===== config.mk =====
export PLATFORM = sky130hd
export DESIGN_NAME = except_arbiter_nw
export DESIGN_NICKNAME = d
export VERILOG_FILES = /design/src/rtl/except_arbiter_nw.sv
export SDC_FILE = /design/constraint.sdc
export NUM_CORES = 1
export LEC_CHECK = 0
export CAP_MARGIN = 40
export CORE_AREA = 4 4 135 137
export DETAILED_ROUTE_END_ITERATION = 8
export DIE_AREA = 0 0 139 141
export PLACE_DENSITY = 0.73
export SLEW_MARGIN = 20
export SYNTH_ARGS = -nofsm -noshare
export SYNTH_HDL_FRONTEND = slang
export SYNTH_SLANG_ARGS = --single-unit

===== constraint.sdc =====
create_clock -name clk -period 4.7 [get_ports clk]
set_clock_uncertainty 0.2 [all_clocks]
set_input_delay 0.94 -clock clk [delete_from_list [all_inputs] [get_ports clk]]
set_output_delay 0.94 -clock clk [all_outputs]
set_load 0.02 [all_outputs]

===== src/rtl/except_arbiter_nw.sv =====
// rtl/except_arbiter_nw.sv - N-way commit exception arbiter and redirect controller
module except_arbiter_nw #(
    parameter int          ISSUE_WIDTH     = 2,
    parameter int          INT_SYNC_STAGES = 2,
    parameter logic [31:0] BOOT_BASE       = 32'hbfc00200,
    parameter logic [31:0] NORMAL_BASE     = 32'h80000000,
    localparam int         SLOT_W          = (ISSUE_WIDTH > 1) ? $clog2(ISSUE_WIDTH) : 1
) (
    input  logic                      clk,
    input  logic                      rst_n,
    input  logic [ISSUE_WIDTH-1:0]    commit_valid,
    input  logic [32*ISSUE_WIDTH-1:0] commit_pc,
    input  logic [ISSUE_WIDTH-1:0]    commit_delayslot,
    input  logic [ISSUE_WIDTH-1:0]    commit_is_priv,
    input  logic [ISSUE_WIDTH-1:0]    exc_occur,
    input  logic [ISSUE_WIDTH-1:0]    exc_eret,
    input  logic [5*ISSUE_WIDTH-1:0]  exc_code,
    input  logic [32*ISSUE_WIDTH-1:0] exc_extra,
    input  logic                      user_mode,
    input  logic                      st_ie,
    input  logic                      st_exl,
    input  logic                      st_erl,
    input  logic                      st_bev,
    input  logic                      cause_iv,
    input  logic [7:0]                st_im,
    input  logic [1:0]                ip_sw,
    input  logic [5:0]                hw_int,
    input  logic [31:0]               epc,
    input  logic [31:0]               error_epc,
    input  logic                      redirect_ready,
    output logic                      flush,
    output logic                      redirect_valid,
    output logic [31:0]               redirect_pc,
    output logic                      commit_stall,
    output logic [SLOT_W-1:0]         exc_slot,
    output logic [31:0]               cur_pc,
    output logic [31:0]               exc_extra_o,
    output logic [4:0]                exc_code_o,
    output logic                      eret_o,
    output logic                      delayslot_o,
    output logic [7:0]                ip_sync
);

    localparam logic [4:0] CODE_INT  = 5'd0;
    localparam logic [4:0] CODE_TLBL = 5'd2;
    localparam logic [4:0] CODE_TLBS = 5'd3;
    localparam logic [4:0] CODE_CPU  = 5'd11;

    typedef enum logic [1:0] {
        IDLE  = 2'd0,
        FLUSH = 2'd1,
        WAIT  = 2'd2
    } state_t;

    state_t state;
    state_t state_next;

    logic [INT_SYNC_STAGES-1:0][5:0] sync_q;
    logic                            int_pending;
    logic [ISSUE_WIDTH-1:0]          slot_fault;
    logic [ISSUE_WIDTH-1:0]          candidate;
    logic                            int_take;

    logic              sel_found;
    logic [SLOT_W-1:0] sel_slot;
    logic [31:0]       sel_pc;
    logic [31:0]       sel_extra;
    logic [4:0]        sel_code;
    logic              sel_eret;
    logic              sel_ds;

    logic [31:0]       vec_base;
    logic [15:0]       vec_offset;
    logic [31:0]       sel_target;

    // Shift the raw interrupt lines through the synchroniser chain; stage 0 is the first flop.
    always_ff @(posedge clk or negedge rst_n) begin
        if (!rst_n) begin
            sync_q <= '0;
        end else begin
            sync_q <= {sync_q[INT_SYNC_STAGES-2:0], hw_int};
        end
    end

    // Software bits bypass the synchroniser; they are already in the clock domain.
    assign ip_sync     = {sync_q[INT_SYNC_STAGES-1], ip_sw};
    assign int_pending = st_ie & ~st_exl & ~st_erl & (|(ip_sync & st_im));

    // Per-slot fault flags; a pending interrupt is attached to the oldest valid slot instead.
    always_comb begin
        slot_fault = '0;
        for (int i = 0; i < ISSUE_WIDTH; i++) begin
            slot_fault[i] = commit_valid[i] &
                            (exc_occur[i] | exc_eret[i] | (user_mode & commit_is_priv[i]));
        end
        int_take  = int_pending & (|commit_valid);
        candidate = int_take ? commit_valid : slot_fault;
    end

    // Pick the oldest candidate slot and build the fields that will be registered for it.
    always_comb begin
        sel_found = 1'b0;
        sel_slot  = '0;
        sel_pc    = '0;
        sel_extra = '0;
        sel_code  = '0;
        sel_eret  = 1'b0;
        sel_ds    = 1'b0;
        for (int i = 0; i < ISSUE_WIDTH; i++) begin
            if (!sel_found && candidate[i]) begin
                sel_found = 1'b1;
                sel_slot  = SLOT_W'(i);
                sel_pc    = commit_pc[32*i +: 32];
                sel_ds    = commit_delayslot[i];
                if (int_take) begin
                    sel_code  = CODE_INT;
                    sel_extra = '0;
                    sel_eret  = 1'b0;
                end else if (user_mode && commit_is_priv[i]) begin
                    // Privilege violation outranks whatever the slot reported itself.
                    sel_code  = CODE_CPU;
                    sel_extra = 32'd1;
                    sel_eret  = 1'b0;
                end else begin
                    sel_code  = exc_code[5*i +: 5];
                    sel_extra = exc_extra[32*i +: 32];
                    sel_eret  = exc_eret[i];
                end
            end
        end
    end

    // Redirect target: return address for ERET, otherwise vector base plus offset.
    always_comb begin
        vec_base = st_bev ? BOOT_BASE : NORMAL_BASE;
        if (st_exl) begin
            vec_offset = 16'h0180;
        end else if ((sel_code == CODE_TLBL) || (sel_code == CODE_TLBS)) begin
            vec_offset = 16'h0000;
        end else if ((sel_code == CODE_INT) && cause_iv) begin
            vec_offset = 16'h0200;
        end else begin
            vec_offset = 16'h0180;
        end
        if (sel_eret) begin
            sel_target = st_erl ? error_epc : epc;
        end else begin
            sel_target = vec_base + {16'h0000, vec_offset};
        end
    end

    // State register.
    always_ff @(posedge clk or negedge rst_n) begin
        if (!rst_n) begin
            state <= IDLE;
        end else begin
            state <= state_next;
        end
    end

    // Next-state and control outputs; FLUSH lasts exactly one cycle.
    always_comb begin
        state_next     = state;
        flush          = 1'b0;
        redirect_valid = 1'b0;
        commit_stall   = 1'b0;
        case (state)
            IDLE: begin
                if (sel_found) begin
                    state_next = FLUSH;
                end
            end
            FLUSH: begin
                flush          = 1'b1;
                redirect_valid = 1'b1;
                commit_stall   = 1'b1;
                state_next     = redirect_ready ? IDLE : WAIT;
            end
            WAIT: begin
                redirect_valid = 1'b1;
                commit_stall   = 1'b1;
                if (redirect_ready) begin
                    state_next = IDLE;
                end
            end
            default: begin
                state_next = IDLE;
            end
        endcase
    end

    // Capture the winner only on the IDLE decision cycle so outputs hold until acceptance.
    always_ff @(posedge clk or negedge rst_n) begin
        if (!rst_n) begin
            exc_slot    <= '0;
            cur_pc      <= '0;
            exc_extra_o <= '0;
            exc_code_o  <= '0;
            eret_o      <= 1'b0;
            delayslot_o <= 1'b0;
            redirect_pc <= '0;
        end else if ((state == IDLE) && sel_found) begin
            exc_slot    <= sel_slot;
            cur_pc      <= sel_pc;
            exc_extra_o <= sel_extra;
            exc_code_o  <= sel_code;
            eret_o      <= sel_eret;
            delayslot_o <= sel_ds;
            redirect_pc <= sel_target;
        end
    end

endmodule

-- After elaboration in Yosys (flattened, before gate mapping)
Index checks and enable logic that the tools add are counted.
- output and inout port bits: 115
- flip-flop bits (word level): 118
- muxes and demuxes: 38
- reduce and logical (&&, ||, !) cells: 13
- equal/unequal tests: 6
- add/subtract/negate cells: 1
- bitwise gates (word level): 15
- operators with widths (cell ; number):
    two-way mux 32 bit ; 10
    adder 32 x 16 -> 32 bit ; 1
    two-way mux 10 bit ; 3
    two-way mux 30 bit ; 1
    two-way mux 5 bit ; 6
    two-way mux 1 bit ; 13
    equality test 5 x 2 -> 1 bit, second input constant ; 2
    bitwise AND 1 bit ; 8
    bitwise AND 8 bit ; 1
    two-way mux 2 bit ; 4
    OR reduction 8 bit ; 1
    case mux 2 bit (3 select lines) ; 1
    logical AND 1 bit ; 5
    logical NOT 5 bit ; 1
    != test 2 bit, second input constant ; 2
    OR 1 bit ; 4
    OR reduction 2 bit ; 2
    equality test 2 x 1 -> 1 bit, second input constant ; 1
    equality test 2 bit, second input constant ; 1
    logical NOT 2 bit ; 1
    inverter 1 bit ; 2
    AND reduction 2 bit ; 1
    logical NOT 1 bit ; 1
    logical OR 1 bit ; 1

-- Logic depth before layout (Yosys ltp)
Gate-level depths: netlist of the first run.
- word-level depth: 17
- gate-level depth with buffers: 10
- depth with buffers taken out: 9

-- Worst setup path after synthesis of the first run
Ideal clock, no wire load.
- path type: in2reg
- start point: in st_erl
- end point: reg redirect_pc[9]
- data required time: 4.368 ns
- setup time: 0.132 ns
- path buffers: 1
- arrival: 2.588 ns
- path slack: 1.780 ns
- stages: 9
- cells stage by stage: buf_2 -> nor3b_4 -> a31o_2 -> a21oi_1 -> or2_1 -> and3_1 -> ha_1 -> mux2i_1 -> o21ai_1
- word-level cells in the longest chain between the ends: 16
- elaborated cells on any way between the ends: 29
- those cells by class: add/sub: 1; eq/ne: 2; mux: 16; bitwise: 4; reduce/logical: 6
- RTL lines (what ; line ; source):
    start, declared ; 22 ; input logic st_erl,
    inverter 1 bit ; 87 ; assign int_pending = st_ie & ~st_exl & ~st_erl & (|(ip_sync & st_im));
    bitwise AND 1 bit (2 in a row) ; 87 ;
    bitwise AND 1 bit ; 96 ; int_take = int_pending & (|commit_valid);
    two-way mux 2 bit ; 97 ; candidate = int_take ? commit_valid : slot_fault;
    two-way mux 1 bit ; 110 ; if (!sel_found && candidate[i]) begin
    logical NOT 1 bit ; 110 ;
    logical AND 1 bit ; 110 ;
    two-way mux 5 bit ; 110 ;
    logical NOT 5 bit ; 140 ; end else if ((sel_code == CODE_INT) && cause_iv) begin
    logical AND 1 bit ; 140 ;
    two-way mux 10 bit ; 140 ;
    two-way mux 10 bit ; 138 ; end else if ((sel_code == CODE_TLBL) || (sel_code == CODE_TLBS)) begin
    two-way mux 10 bit ; 136 ; if (st_exl) begin
    adder 32 x 16 -> 32 bit ; 148 ; sel_target = vec_base + {16'h0000, vec_offset};
    two-way mux 32 bit ; 145 ; if (sel_eret) begin
    end signal, assigned ; 209 ; redirect_pc <= sel_target;
    end, declared ; 33 ; output logic [31:0] redirect_pc,
Parallel ways exist; a longest one is shown, timed or not.
A chain may end at the register's enable or synchronous reset.

-- Worst setup path in the final report of the first run
- start point: in commit_valid[0]
- end point: reg redirect_pc[9]
- word-level cells in the longest chain between the ends: 14
- elaborated cells on any way between the ends: 27
- those cells by class: add/sub: 1; eq/ne: 2; mux: 15; bitwise: 2; reduce/logical: 7
- RTL lines (what ; line ; source):
    start, declared ; 11 ; input logic [ISSUE_WIDTH-1:0] commit_valid,
    OR reduction 2 bit ; 96 ;
    bitwise AND 1 bit ; 96 ;
    two-way mux 2 bit ; 97 ;
    two-way mux 1 bit ; 110 ;
    logical NOT 1 bit ; 110 ;
    logical AND 1 bit ; 110 ;
    two-way mux 5 bit ; 110 ;
    logical NOT 5 bit ; 140 ;
    logical AND 1 bit ; 140 ;
    two-way mux 10 bit ; 140 ;
    two-way mux 10 bit ; 138 ;
    two-way mux 10 bit ; 136 ;
    adder 32 x 16 -> 32 bit ; 148 ;
    two-way mux 32 bit ; 145 ;
Parallel ways exist; a longest one is shown, timed or not.

==> out/results.tsv, run 1 <==
metric	value	unit
synthSimpleGateAreaFrac	11.3	%
vias_per_cell	4.90	
clkSinkCount	118	
synth_seq_cells	118	
tightest_slew	0.829	ns
hold_violations	0	
die-width	139	um
hold_path_class	flip-flop to flip-flop	
synth_cells	564	
cp_slowest_stage_delay	0.70	ns
clock-root-buffer	clkbuf_16	
grt_max_degree	84	
gp_congestion	0.878	
drv_slew	0	
cp.required	4.78	ns
ir_drop	0.000273	V
worstSetupStartpointType	primary input	
die-area	19600	um2
placed_area	9250	um2
ios	352	
postCtsHoldBufs	0	
synth.avg_cell_area	9.93	um2
rsz0062_at_grt	false	
seq_area_frac_synth	52.7	%
io_buffer_count	351	
cts.path.max_buffers	2	
fill_cells	1527	
ant_nets	0	
worstSetupPathType	primary input to flip-flop	
grtUsageTotal	20.3	%
synth_flop_cell	dfrtp_1	
overflow	0	
relSlewSlack	44.7	%
place_inst	1102	
cap_violations	0	
critPathSlowestCell	clkdlybuf4s50_1	
synthesis.nets	805	
seq_area	2950	um2
area_growth	77.7	%
worstSetupEndpointType	flip-flop	
grt_antenna_before_repair	1	
async_reset_ff_share	100	%
die_h	141	um
synth.cell_area	5600	um2
drive_above_1_share	7.70	%
cp_num_buf_inv	1	
cts.htree.levels	4	
dp_hpwl	15700	um
ys_types	46	
synth_top_family_by_area	compound AO/OA/AOI/OAI gates	
drt-initial-drc-count	348	
routed_wirelength	20400	um
synthMuxAreaShare	4.76	%
cts_buffers	17	
dr.pass1.iters	5	
wire_per_inst	17.9	um
total_power	5.71	mW
grt_pass1_wl	31300	um
setup-tns-final	0	ns
rows	48	
drc_errors	0	
critPathMaxFanout	9	
core	17100	um2
final_nets	1137	
path_delay_family	compound AO/OA/AOI/OAI gates	
synth_compound_area_share	25.1	%
clk_pin_slew	0.06	ns
fmax	307	MHz
synthAdderAreaFrac	0.894	%
start_util	32.8	%
timing.final.crit_share	69.2	%
layout_commonest_cell	clkdlybuf4s50_1	
vias	5562	
synth_xor_xnor_area_share	0	%
fin_crit	3.25	ns
fin_area	9950	um2
yosysWarnings	0	
cts_setup_buffers	0	
synth_edf_count	0	
cellPowerDensity	574	nW/um2
cp_cell_sequence	clkdlybuf4s50_1 -> a21boi_2 -> a31o_2 -> a21oi_1 -> or2_1 -> and3_1 -> ha_1 -> mux2i_1 -> o21ai_1	
clock_latency	0.40	ns
cts_resized	0	
cts_tree	yes	
grt_pass1_vias	5612	
final_cell_mix	349 x clkdlybuf4s50_1, 118 x dfrtp_1, 80 x nand2_1	
status	completed	
arrival	3.33	ns
multiInputGateArea	2380	um2
setup_viol	0	
stdcell_count	1135	
p_leak	4.02	nW
## where the power goes
group          total (mW)  switching [mW]  internal (mW)
clock network        1.50           0.462           1.04
registers            1.62           0.205           1.42
logic                2.58            1.40           1.18
total                5.71            2.06           3.64
## synth_stat cells, types with 5 or more instances
| cell | count | area (um2) |
|---|---|---|
| mux2_2 | 5 | 56.3 |
| a211oi_1 | 8 | 60.1 |
| nor2_1 | 39 | 146 |
| clkbuf_1 | 17 | 63.8 |
| a22oi_1 | 32 | 240 |
| o31ai_1 | 12 | 90.1 |
| o21ai_1 | 53 | 265 |
| a21oi_1 | 43 | 215 |
| nor2b_1 | 9 | 56.3 |
| nand2_1 | 80 | 300 |
| o21ai_0 | 13 | 65.1 |
| o22ai_1 | 35 | 219 |
| mux2i_1 | 21 | 210 |
| dfrtp_1 | 118 | 2950 |
| buf_4 | 20 | 150 |
| buf_2 | 13 | 65.1 |
## per-layer routing
layer,global-route usage [%],vias up,routed length [um]
li1,-,2706,-
met1,24.8,2552,8190
met2,34.0,280,9980
met3,7.09,24,1890
met4,6.13,0,305
met5,0,-,0
## final cells by class
| cell class | instances | area share, % |
|---|---|---|
| repair buffers | 364 | 36.5 |
| multi-input cells | 392 | 23.9 |
| diodes | 1 | 0.0252 |
| well taps | 225 | 2.83 |
| clock inverters | 11 | 2.21 |
| inverters | 3 | 0.113 |
| flip-flops and latches | 118 | 29.7 |
| clock buffers | 21 | 4.73 |
## registers in the layout (all words and copies together) (netlist names)
name / count
cur_pc: 32
exc_extra_o: 32
redirect_pc: 32
ip_sync: 6
sync_q: 6
exc_code_o: 5
state: 2
delayslot_o: 1
eret_o: 1
exc_slot: 1
## worst register-to-register path, cell delays in order, from the launching register on
cell and delay [ns]:
dfrtp_1 0.40, inv_1 0.09, ha_1 0.70, a21boi_4 0.31, buf_4 0.37, and4b_1 0.30, a21oi_1 0.08
## final timing paths
kind	cells after the start	slack (ns)	from	endpoint
worst max-delay path	9	1.45	commit_valid[0]	redirect_pc[9]
worst min-delay path	0	0.15	sync_q[2]	ip_sync[4]
worst max register to register	6	2.12	state[1]	redirect_pc[7]
worst min register to register	0	0.15	sync_q[2]	ip_sync[4]
max in group asynchronous	3	3.03	rst_n	exc_extra_o[9]
min in group asynchronous	1	0.30	rst_n	sync_q[3]
## stage by stage
step	util (%)	worst slack (ns)	hold slack, ns
CTS	58.3	1.48	0.149
floorplan	-	1.78	0.131
detailed placement	54.3	1.05	0.137
global route	58.3	1.25	0.155
global placement	54.1	1.10	0.132
finish	58.3	1.45	0.150
## cell families (layout without fill, tap and decap cells)
kind of cell	Yosys count	after routing
adder cells (fa/ha/maj)	4	4
multiplexers	26	26
other	0	1
flip-flops	118	118
AO/OA/AOI/OAI	219	219
buffers and inverters	54	399
AND/OR/NAND/NOR	143	143
(Power assumes the default switching activity.)
==> run 2, diff against run 1 <==
- CORE_AREA: 4 4 135 137 -> unset
- CORE_MARGIN: unset -> 4
- CORE_UTILIZATION: unset -> 34
- DIE_AREA: 0 0 139 141 -> unset
- PLACE_DENSITY: 0.73 -> 0.78
- clock period: 4.7 -> 2.8 ns (I/O delays scaled with it)
==> out/results.tsv, run 2 (synthesized netlist as in run 1, its figures left out) <==
metric	value	unit
fin_crit	2.60	ns
io_buffer_count	351	
cts_resized	0	
worstSetupEndpointType	flip-flop	
dp_hpwl	16400	um
num_antenna_cells	0	
fill_cells	1299	
final_cell_mix	349 x clkdlybuf4s50_1, 118 x dfrtp_1, 80 x nand2_1	
hold_path_class	primary input to asynchronous set/reset pin	
vias_per_cell	4.95	
hold_violations	0	
top_regs	cur_pc (32), exc_extra_o (32), redirect_pc (32)	
grt_pass1_wl	31400	um
ir_drop	0.000466	V
cellPowerDensity	932	nW/um2
die-area	18600	um2
gp_congestion	0.861	
ant_nets	0	
relSlewSlack	49.8	%
overflow	0	
rsz0062_at_grt	false	
grt_pass1_vias	6008	
core	16000	um2
layout_commonest_cell	clkdlybuf4s50_1	
cts_tree	yes	
ios	352	
vias	5713	
cts_setup_buffers	0	
drive_above_1_share	10.6	%
cap_violations	0	
start_util	35.0	%
rows	46	
fmax	385	MHz
grtUsageTotal	22.0	%
worstSetupPathType	primary input to flip-flop	
total_power	9.49	mW
timing.final.crit_share	92.7	%
dr.pass1.iters	4	
cts.path.max_buffers	2	
drt-initial-drc-count	238	
postCtsHoldBufs	0	
drc_errors	0	
clkSinkCount	118	
drv_slew	0	
cts.htree.levels	4	
clk_pin_slew	0.06	ns
arrival	2.68	ns
clock_latency	0.41	ns
grt_max_degree	119	
fin_util	63.6	%
wire_per_inst	18.2	um
cts_buffers	17	
setup_viol	0	
tightest_slew	0.752	ns
grt_antenna_before_repair	0	
cp.required	2.88	ns
final_nets	1165	
p_leak	4.16	nW
seq_area	2950	um2
multiInputGateArea	2380	um2
die_h	136	um
clock-root-buffer	clkbuf_16	
status	completed	
critPathMaxFanout	6	
area_growth	81.8	%
die-width	136	um
worstSetupStartpointType	primary input	
routed_wirelength	21000	um
-- run 2: layout make-up --
cell class	instances	area share [%]
repair buffers	392	38.7
clock buffers	21	4.72
inverters	3	0.111
well taps	216	2.65
multi-input cells	392	23.4
clock inverters	11	1.45
flip-flops and latches	118	29.0
-- run 2: critical path: stages --
cell and delay, ns:
clkdlybuf4s50_1 0.44, a22oi_2 0.24, nand4_4 0.18, a31o_2 0.26, a221oi_2 0.28, nor2_1 0.06, and3_1 0.18, ha_1 0.27
mux2i_1 0.14, o21ai_1 0.07
-- run 2: final timing paths --
path                            startpoint  depth (start not counted)              end  slack (ns)
worst min-delay path                 rst_n                          2       cur_pc[30]        0.04
max in group asynchronous            rst_n                          2  exc_extra_o[11]        1.87
worst max register to register  ip_sync[2]                          9   redirect_pc[9]        0.38
worst min register to register   sync_q[2]                          0       ip_sync[4]        0.15
min in group clk                 sync_q[2]                          0       ip_sync[4]        0.15
worst max-delay path              ip_sw[1]                         10   redirect_pc[9]        0.20
-- run 2: per-layer routing --
layer | wire, um | global-route usage, % | share of wire (%) | vias to the layer above
li1 | - | - | - | 2755
met1 | 7640 | 23.3 | 36 | 2666
met2 | 10600 | 39.0 | 50 | 262
met3 | 2280 | 9.03 | 11 | 30
met4 | 482 | 8.23 | 2.3 | 0
met5 | 0 | 0 | 0 | -
-- run 2: power by group --
part	switching [mW]	leakage, nW	internal, mW
logic	2.39	2.42	2.09
clock network	0.779	0.297	1.49
registers	0.353	1.44	2.38
total	3.52	4.16	5.97
-- run 2: stage by stage --
stage,TNS (ns),hold WS [ns],instance area [um2],cells,worst slack [ns]
6_report,0,0.0387,10200,1153,0.203
5_1_grt,0,0.0919,10200,1153,0.0672
4_1_cts,0,0.0633,10200,1153,0.210
3_5_place_dp,-2.67,0.135,9550,1121,-0.213
3_3_place_gp,-1.10,0.132,9550,1121,-0.177
2_1_floorplan,0,0.0644,5600,564,0.260
